--- src/rtl/i2c_pkg.sv ---
// Shared I2C definitions: receiver state encoding and address constants
// common to the master driver and the target receiver.
package i2c_pkg;

   localparam int                    I2C_ADDR_W       = 7;
   localparam logic                  I2C_RW_WRITE     = 1'b0;
   localparam logic [I2C_ADDR_W-1:0] I2C_DEFAULT_ADDR = 7'd27;

   typedef enum logic [2:0] {
      IDLE,
      ADDR,
      ADDR_ACK,
      DATA,
      DATA_ACK,
      IGNORE
   } i2c_state_e;

endpackage

--- src/rtl/i2c_line_sync.sv ---
// Brings sclk/sda into the clk domain and flags SCL edges and START/STOP.
// Synchronizers preset to 1 so a reset never fakes an edge on an idle bus.
module i2c_line_sync #(
   parameter int SYNC_STAGES = 2
) (
   input  logic clk,
   input  logic reset,
   input  logic sclk,
   input  logic sda,
   output logic scl_rise,
   output logic scl_fall,
   output logic sda_s,
   output logic start_det,
   output logic stop_det
);

   logic [SYNC_STAGES-1:0] scl_sync;
   logic [SYNC_STAGES-1:0] sda_sync;
   logic                   scl_s;
   logic                   scl_d;
   logic                   sda_d;

   always_ff @(posedge clk or negedge reset) begin
      if (!reset) begin
         scl_sync <= '1;
         sda_sync <= '1;
         scl_d    <= 1'b1;
         sda_d    <= 1'b1;
      end else begin
         // NOTE: non-blocking assignments make every stage sample the previous
         // stage's old value, so the chain shifts by one flop per clk.
         scl_sync <= {scl_sync[SYNC_STAGES-2:0], sclk};
         sda_sync <= {sda_sync[SYNC_STAGES-2:0], sda};
         scl_d    <= scl_s;
         sda_d    <= sda_s;
      end
   end

   assign scl_s     = scl_sync[SYNC_STAGES-1];
   assign sda_s     = sda_sync[SYNC_STAGES-1];
   assign scl_rise  = scl_s & ~scl_d;
   assign scl_fall  = ~scl_s & scl_d;
   assign start_det = scl_s & sda_d & ~sda_s;
   assign stop_det  = scl_s & ~sda_d & sda_s;

endmodule

--- src/rtl/i2c_slave_rx.sv ---
// Write-only I2C target: decodes address + W, ACKs a match, then hands each
// data byte to a valid/ready consumer, NACKing bytes the consumer refuses.
module i2c_slave_rx
   import i2c_pkg::*;
#(
   parameter logic [I2C_ADDR_W-1:0] ADDRESS     = I2C_DEFAULT_ADDR,
   parameter int                    SYNC_STAGES = 2
) (
   input  logic       clk,
   input  logic       reset,
   input  logic       sclk,
   input  logic       sda,
   output logic       sda_drive_low,
   output logic [7:0] rx_data,
   output logic       rx_valid,
   input  logic       rx_ready,
   output logic       rx_first,
   output logic       overflow,
   output logic       busy,
   output logic       addr_match
);

   logic scl_rise, scl_fall, sda_s, start_det, stop_det;

   i2c_line_sync #(.SYNC_STAGES(SYNC_STAGES)) u_line_sync (
      .clk       (clk),
      .reset     (reset),
      .sclk      (sclk),
      .sda       (sda),
      .scl_rise  (scl_rise),
      .scl_fall  (scl_fall),
      .sda_s     (sda_s),
      .start_det (start_det),
      .stop_det  (stop_det)
   );

   i2c_state_e state, state_nxt;
   logic [2:0] bit_cnt, bit_cnt_nxt;
   logic [7:0] shreg, shreg_nxt;
   logic [7:0] rx_data_nxt;
   logic [7:0] shift_in;
   logic       rx_valid_nxt, rx_first_nxt, overflow_nxt;
   logic       sda_drive_low_nxt, addr_match_nxt, busy_nxt;
   logic       first_armed, first_armed_nxt;
   logic       ack, ack_nxt;
   // Distinguishes the scl_fall that opens an ACK slot from the one closing it.
   logic       ack_phase, ack_phase_nxt;

   assign shift_in = {shreg[6:0], sda_s};

   always_ff @(posedge clk or negedge reset) begin
      if (!reset) begin
         state         <= IDLE;
         bit_cnt       <= '0;
         shreg         <= '0;
         rx_data       <= '0;
         rx_valid      <= 1'b0;
         rx_first      <= 1'b0;
         overflow      <= 1'b0;
         sda_drive_low <= 1'b0;
         addr_match    <= 1'b0;
         busy          <= 1'b0;
         first_armed   <= 1'b0;
         ack           <= 1'b0;
         ack_phase     <= 1'b0;
      end else begin
         state         <= state_nxt;
         bit_cnt       <= bit_cnt_nxt;
         shreg         <= shreg_nxt;
         rx_data       <= rx_data_nxt;
         rx_valid      <= rx_valid_nxt;
         rx_first      <= rx_first_nxt;
         overflow      <= overflow_nxt;
         sda_drive_low <= sda_drive_low_nxt;
         addr_match    <= addr_match_nxt;
         busy          <= busy_nxt;
         first_armed   <= first_armed_nxt;
         ack           <= ack_nxt;
         ack_phase     <= ack_phase_nxt;
      end
   end

   always_comb begin
      // NOTE: every output of this block gets a default before any branch,
      // otherwise an unassigned path would infer a latch.
      state_nxt         = state;
      bit_cnt_nxt       = bit_cnt;
      shreg_nxt         = shreg;
      rx_data_nxt       = rx_data;
      rx_valid_nxt      = 1'b0;
      rx_first_nxt      = 1'b0;
      overflow_nxt      = 1'b0;
      sda_drive_low_nxt = sda_drive_low;
      addr_match_nxt    = addr_match;
      busy_nxt          = busy;
      first_armed_nxt   = first_armed;
      ack_nxt           = ack;
      ack_phase_nxt     = ack_phase;

      if (stop_det) begin
         state_nxt         = IDLE;
         bit_cnt_nxt       = '0;
         sda_drive_low_nxt = 1'b0;
         addr_match_nxt    = 1'b0;
         busy_nxt          = 1'b0;
         first_armed_nxt   = 1'b0;
      end else if (start_det) begin
         state_nxt         = ADDR;
         bit_cnt_nxt       = '0;
         sda_drive_low_nxt = 1'b0;
         addr_match_nxt    = 1'b0;
         busy_nxt          = 1'b1;
         first_armed_nxt   = 1'b0;
      end else begin
         unique case (state)
            IDLE: ;
            ADDR: begin
               if (scl_rise) begin
                  shreg_nxt   = shift_in;
                  bit_cnt_nxt = bit_cnt + 3'd1;
                  if (bit_cnt == 3'd7) begin
                     ack_phase_nxt = 1'b0;
                     if (shift_in[7:1] == ADDRESS && shift_in[0] == I2C_RW_WRITE)
                        state_nxt = ADDR_ACK;
                     else
                        state_nxt = IGNORE;
                  end
               end
            end
            ADDR_ACK: begin
               if (scl_fall) begin
                  if (!ack_phase) begin
                     sda_drive_low_nxt = 1'b1;
                     addr_match_nxt    = 1'b1;
                     ack_phase_nxt     = 1'b1;
                  end else begin
                     sda_drive_low_nxt = 1'b0;
                     bit_cnt_nxt       = '0;
                     first_armed_nxt   = 1'b1;
                     state_nxt         = DATA;
                  end
               end
            end
            DATA: begin
               if (scl_rise) begin
                  shreg_nxt   = shift_in;
                  bit_cnt_nxt = bit_cnt + 3'd1;
                  if (bit_cnt == 3'd7) begin
                     ack_phase_nxt = 1'b0;
                     state_nxt     = DATA_ACK;
                     if (rx_ready) begin
                        rx_data_nxt     = shift_in;
                        rx_valid_nxt    = 1'b1;
                        rx_first_nxt    = first_armed;
                        first_armed_nxt = 1'b0;
                        ack_nxt         = 1'b1;
                     end else begin
                        overflow_nxt = 1'b1;
                        ack_nxt      = 1'b0;
                     end
                  end
               end
            end
            DATA_ACK: begin
               if (scl_fall) begin
                  if (!ack_phase) begin
                     sda_drive_low_nxt = ack;
                     ack_phase_nxt     = 1'b1;
                  end else begin
                     sda_drive_low_nxt = 1'b0;
                     bit_cnt_nxt       = '0;
                     state_nxt         = DATA;
                  end
               end
            end
            IGNORE: sda_drive_low_nxt = 1'b0;
            default: state_nxt = IDLE;
         endcase
      end
   end

endmodule

--- config.mk ---
export PLATFORM = sky130hd
export DESIGN_NAME = i2c_slave_rx
export DESIGN_NICKNAME = d
export VERILOG_FILES = /design/src/rtl/i2c_pkg.sv /design/src/rtl/i2c_line_sync.sv /design/src/rtl/i2c_slave_rx.sv
export SDC_FILE = /design/constraint.sdc
export NUM_CORES = 1
export LEC_CHECK = 0
export ABC_AREA = 1
export ABC_CLOCK_PERIOD_IN_PS = 2640
export CAP_MARGIN = 20
export CORE_MARGIN = 2
export CORE_UTILIZATION = 55
export CTS_CLUSTER_DIAMETER = 150
export DETAILED_ROUTE_END_ITERATION = 8
export GPL_ROUTABILITY_DRIVEN = 0
export PLACE_DENSITY = 0.78
export SETUP_SLACK_MARGIN = 0.4
export SLEW_MARGIN = 20
export SYNTH_ARGS = -nofsm -noshare
export SYNTH_HDL_FRONTEND = slang
export SYNTH_HIERARCHICAL = 1
export SYNTH_SLANG_ARGS = --single-unit
--- constraint.sdc ---
create_clock -name clk -period 2.64 [get_ports clk]
set_input_delay 0.66 -clock clk [delete_from_list [all_inputs] [get_ports clk]]
set_output_delay 0.66 -clock clk [all_outputs]
set_load 0.02 [all_outputs]
# Word level (Yosys, flattened, before mapping)
# Cells that the tools add are included.
classes:
  n_reduce_logical: 21
  n_bitwise: 12
  mux: 60
  n_eq_ne: 23
  n_addsub: 1
ops:
  columns: ["cell", "n"]
  rows:
  - ["$mux 3", 14]
  - ["$mux 1", 41]
  - ["$ne 4x4->1 const B", 8]
  - ["$reduce_and 6->1", 3]
  - ["$ne 4x1->1 const B", 3]
  - ["$pmux 3 s4", 1]
  - ["$eq 3x3->1 const B", 3]
  - ["$reduce_and 4->1", 2]
  - ["$reduce_bool 4->1", 2]
  - ["$eq 7x5->1 const B", 1]
  - ["$reduce_and 7->1", 1]
  - ["$and 1x1->1", 6]
  - ["$eq 3x2->1 const B", 2]
  - ["$ne 2x1->1 const B", 3]
  - ["$not 1->1", 6]
  - ["$pmux 3 s2", 1]
  - ["$reduce_and 3->1", 2]
  - ["$reduce_bool 3->1", 2]
  - ["$reduce_or 2->1", 3]
  - ["$reduce_and 5->1", 1]
  - ["$reduce_bool 5->1", 1]
  - ["$pmux 1 s2", 2]
  - ["$reduce_bool 2->1", 2]
  - ["$add 3x1->3 const B", 1]
  - ["other kinds (6)", 6]
word_totals:
  out_inout_bits: 14
  word_cells: 134
  ff_bits: 36

# Logic depth before layout (Yosys ltp)
logic_depth:
  ltp_word: 8
  mapped_depth: 10
  ltp_nobuf: 10

# Modules after synthesis
# Netlist, hierarchy kept.
by_module_without_submodules:
  columns: ["mod", "seq_area_each_um2", "area_each_um2", "cells_each", "instances"]
  rows:
  - ["i2c_slave_rx", 750.7, 1516.5, 179, 1]
  - ["i2c_line_sync", 157.7, 187.7, 14, 1]

# Worst setup path after synthesis
# No wires, ideal clock.
synth_timing:
  kind: "register to register"
  from: "register u_line_sync.scl_sync[1]"
  to: "register rx_data[6]"
  path_stages_with_launch: 9
  arrival_time_ns: 1.426
  path_buffers: 1
  setup_time_ns: 0.118
  path_slack_ns: 1.096
  cell_sequence: "dfstp_2 > inv_1 > nor2_1 > nand2_1 > nor3_1 > nand3_2 > buf_6 > nand2_1 > o21ai_2"
synth_rtl:
  columns: ["element", "line_no", "rtl"]
  rows:
  - ["from (decl)", "i2c_line_sync.sv:17", "logic [SYNC_STAGES-1:0] scl_sync;"]
  - ["from (signal assigned)", "i2c_line_sync.sv:32", "scl_sync <= {scl_sync[SYNC_STAGES-2:0], sclk};"]
  - ["$and 1x1->1", "i2c_line_sync.sv:41", "assign scl_rise = scl_s & ~scl_d;"]
  - ["named net scl_rise", "i2c_slave_rx.sv:23", "logic scl_rise, scl_fall, sda_s, start_det, stop_det;"]
  - ["$reduce_and 6->1 (no source line)", null, null]
  - ["to (signal assigned)", "i2c_slave_rx.sv:70", "rx_data <= rx_data_nxt;"]
  - ["to (decl)", "i2c_slave_rx.sv:14", "output logic [7:0] rx_data,"]
# The timed path passes the listed nets, and every way through them passes these cells.
# A chain may end at the register's enable or synchronous reset.

# Final worst setup path
layout_timing:
  from: "register busy"
  to: "output port busy"
layout_rtl:
  columns: ["element", "line_no", "rtl"]
  rows:
  - ["from (decl)", "i2c_slave_rx.sv:19", "output logic busy,"]
  - ["from (signal assigned)", "i2c_slave_rx.sv:76", "busy <= busy_nxt;"]
# No word-level cell between the ends.

==> out/results.tsv <==
metric	value	unit
Layout Nets	222	
Tmin final	2.01	ns
Yosys top cell area share	0.441	
worst skew pair latency	0.35	ns
slew margin rel.	0.701	
mapped cell area	1700	sq um
Pleak	0.909	nW
HP Class	register to register	
Longest Clk Path Bufs	2	
Die Span Y	59.7	microns
post-DP HPWL	2400	microns
CTS tree	done	
Netlist cell types	23	
Fmax	0.496	GHz
die area	3560	sq um
number of diodes	0	
unrepaired setup endpoints after global routing	false	
Synth area leader	dfrtp_1	
Worst path slowest cell	clkdlybuf4s50_1	
register area share after synthesis	0.533	
clk root buf	clkbuf_4	
Die Wd	59.7	microns
initial antenna violation count	0	
# IOs	19	
post-detailed-route count of antenna-violating nets	0	
Avg Inst Size Synth	8.83	sq um
# DRC	0	
post-synthesis register bit count	36	
largest fanout on the critical path	2	
Reg clk slew, reported paths	0.11	ns
Post-CTS Setup Bufs	0	
DRT Wirelength	3300	microns
placed insts	241	
final std cells w/o fill	249	
Final period util	0.763	
Area growth syn-to-layout	15.5	%
clock sinks	36	
Main synth FF type	dfrtp_1	
# port buffers	18	
Syn Nets	200	
Core Region	3000	sq um
via-per-instance ratio	5.29	
Slew @ Worst Pin	0.449	ns
Reg2Reg Setup Slack	0.74	ns
initial drt markers	113	
maximum VDD drop	0.375	mV
Via Count	1317	
clock skew	0.00852	ns
Top delay family on crit path	buffers and inverters	
Fin. Hold Viols	0	
final setup fails	0	
final slew viol count	0	
Synth area leaders	dfrtp_1, nand2_1, dfstp_2	
Max-Cap Viols	0	
Post-synth EDFFs	0	
Crit path arrival time	1.35	ns
Hold Buf Count CTS	0	
Setup crit start kind	register	
GRT overflow	0	
Crit Path Class	register to output port	
largest net degree at the start of global routing	37	
share of cells above drive strength 1	0.171	
Final TNS setup	0	ns
Yosys warnings	6	
Gates resized, CTS repair	0	
drt pass-1 iters	4	
Tot GR Track Use	0.222	
Critical Path Max Stage Delay	0.63	ns
Rows	20	
first-pass GRT wire length	5780	microns
DR WL/cell	13.2	microns
TritonCTS buffer count	5	
Worst Path Required	1.98	ns
Buf+Inv Stages, Crit Path	1	
FFs w/ async S/R, synth	1.00	
Syn Inst Count	193	
Initial Util	0.567	
worst-path cell chain	clkdlybuf4s50_1	
worst hold margin	0.362	ns
outcome	finished, final reports clean	
Worst Setup End Kind	output port	
power per cell area	811	nW/um^2
number of global-route vias before repair	1332	
CTS H-tree lvls	2	
[final cells by class]
| cell class | count | area [sq um] |
|---|---|---|
| multi-input combinational | 129 | 661 |
| fill | 273 | 1030 |
| sequential | 36 | 908 |
| clock buffer | 5 | 37.5 |
| tap | 33 | 41.3 |
| clock inverter | 3 | 42.5 |
| timing repair buffer | 19 | 188 |
| inverter | 24 | 90.1 |
[layout by cell type, fill, tap and decap left out, drive strengths merged]
cell and instances:
a21oi 3, buf 1, bufinv 1, clkbuf 5, clkdlybuf4s50 18, clkinv 1, clkinvlp 1, dfrtp 30
dfstp 6, ha 2, inv 24, nand2 60, nand3 12, nand3b 1, nand4 1, nor2 23
nor3 1, nor3b 2, o211ai 2, o21a 1, o21ai 21
[registers in the layout, summed over array words and instances (netlist names), 2 cells and up]
register,cells
bit_cnt,3
rx_data,8
shreg,7
state,3
u_line_sync/scl_sync,2
u_line_sync/sda_sync,2
[layer usage]
layer / share of wire / global-route usage / vias to the layer above
met5: 0 / 0 / -
met4: 0.017 / 0.0921 / 0
met3: 0.042 / 0.0606 / 7
met2: 0.51 / 0.365 / 34
met1: 0.43 / 0.274 / 629
li1: - / - / 647
[cell usage after synthesis, types with 4 or more instances]
library cell  number
dfrtp_1           30
o21ai_0           10
nor2_4             4
nand2_2            4
o21ai_2            8
buf_6              4
nand2_1           55
nand3_1           10
nor2_1            19
inv_1             21
dfstp_2            6
[cell families after synthesis]
group,count (synthesis),synth area share
compound gates,27,0.101
fa+ha+maj,2,0.0147
buf+inv,28,0.0793
flops,36,0.533
simple gates,100,0.272
[report_power, final]
part | total, mW | switching (mW) | internal [mW]
logic | 0.467 | 0.299 | 0.168
registers | 0.743 | 0.100 | 0.642
clock network | 0.386 | 0.189 | 0.197
total | 1.60 | 0.589 | 1.01
[metrics by stage]
stage                     utilization  power (mW)  worst slack [ns]  area, sq um
after floorplan                     -        1.11              1.10         1700
after global placement          0.629        1.19             0.495         1890
after detailed placement        0.629        1.21             0.440         1890
after CTS                       0.655        1.60             0.605         1970
after global routing            0.655        1.71             0.562         1970
final                           0.655        1.60             0.626         1970
[final timing paths]
check / start / end / cells after the start
worst max-delay path: busy / busy / 1
worst min-delay path: u_line_sync/scl_sync[0] / u_line_sync/scl_sync[1] / 0
worst max register to register: u_line_sync/scl_sync[1] / rx_data[3] / 7
worst min register to register: u_line_sync/scl_sync[0] / u_line_sync/scl_sync[1] / 0
max in group asynchronous: reset / u_line_sync/sda_d / 2
min in group asynchronous: reset / rx_valid / 2
(Power assumes the default switching activity.)
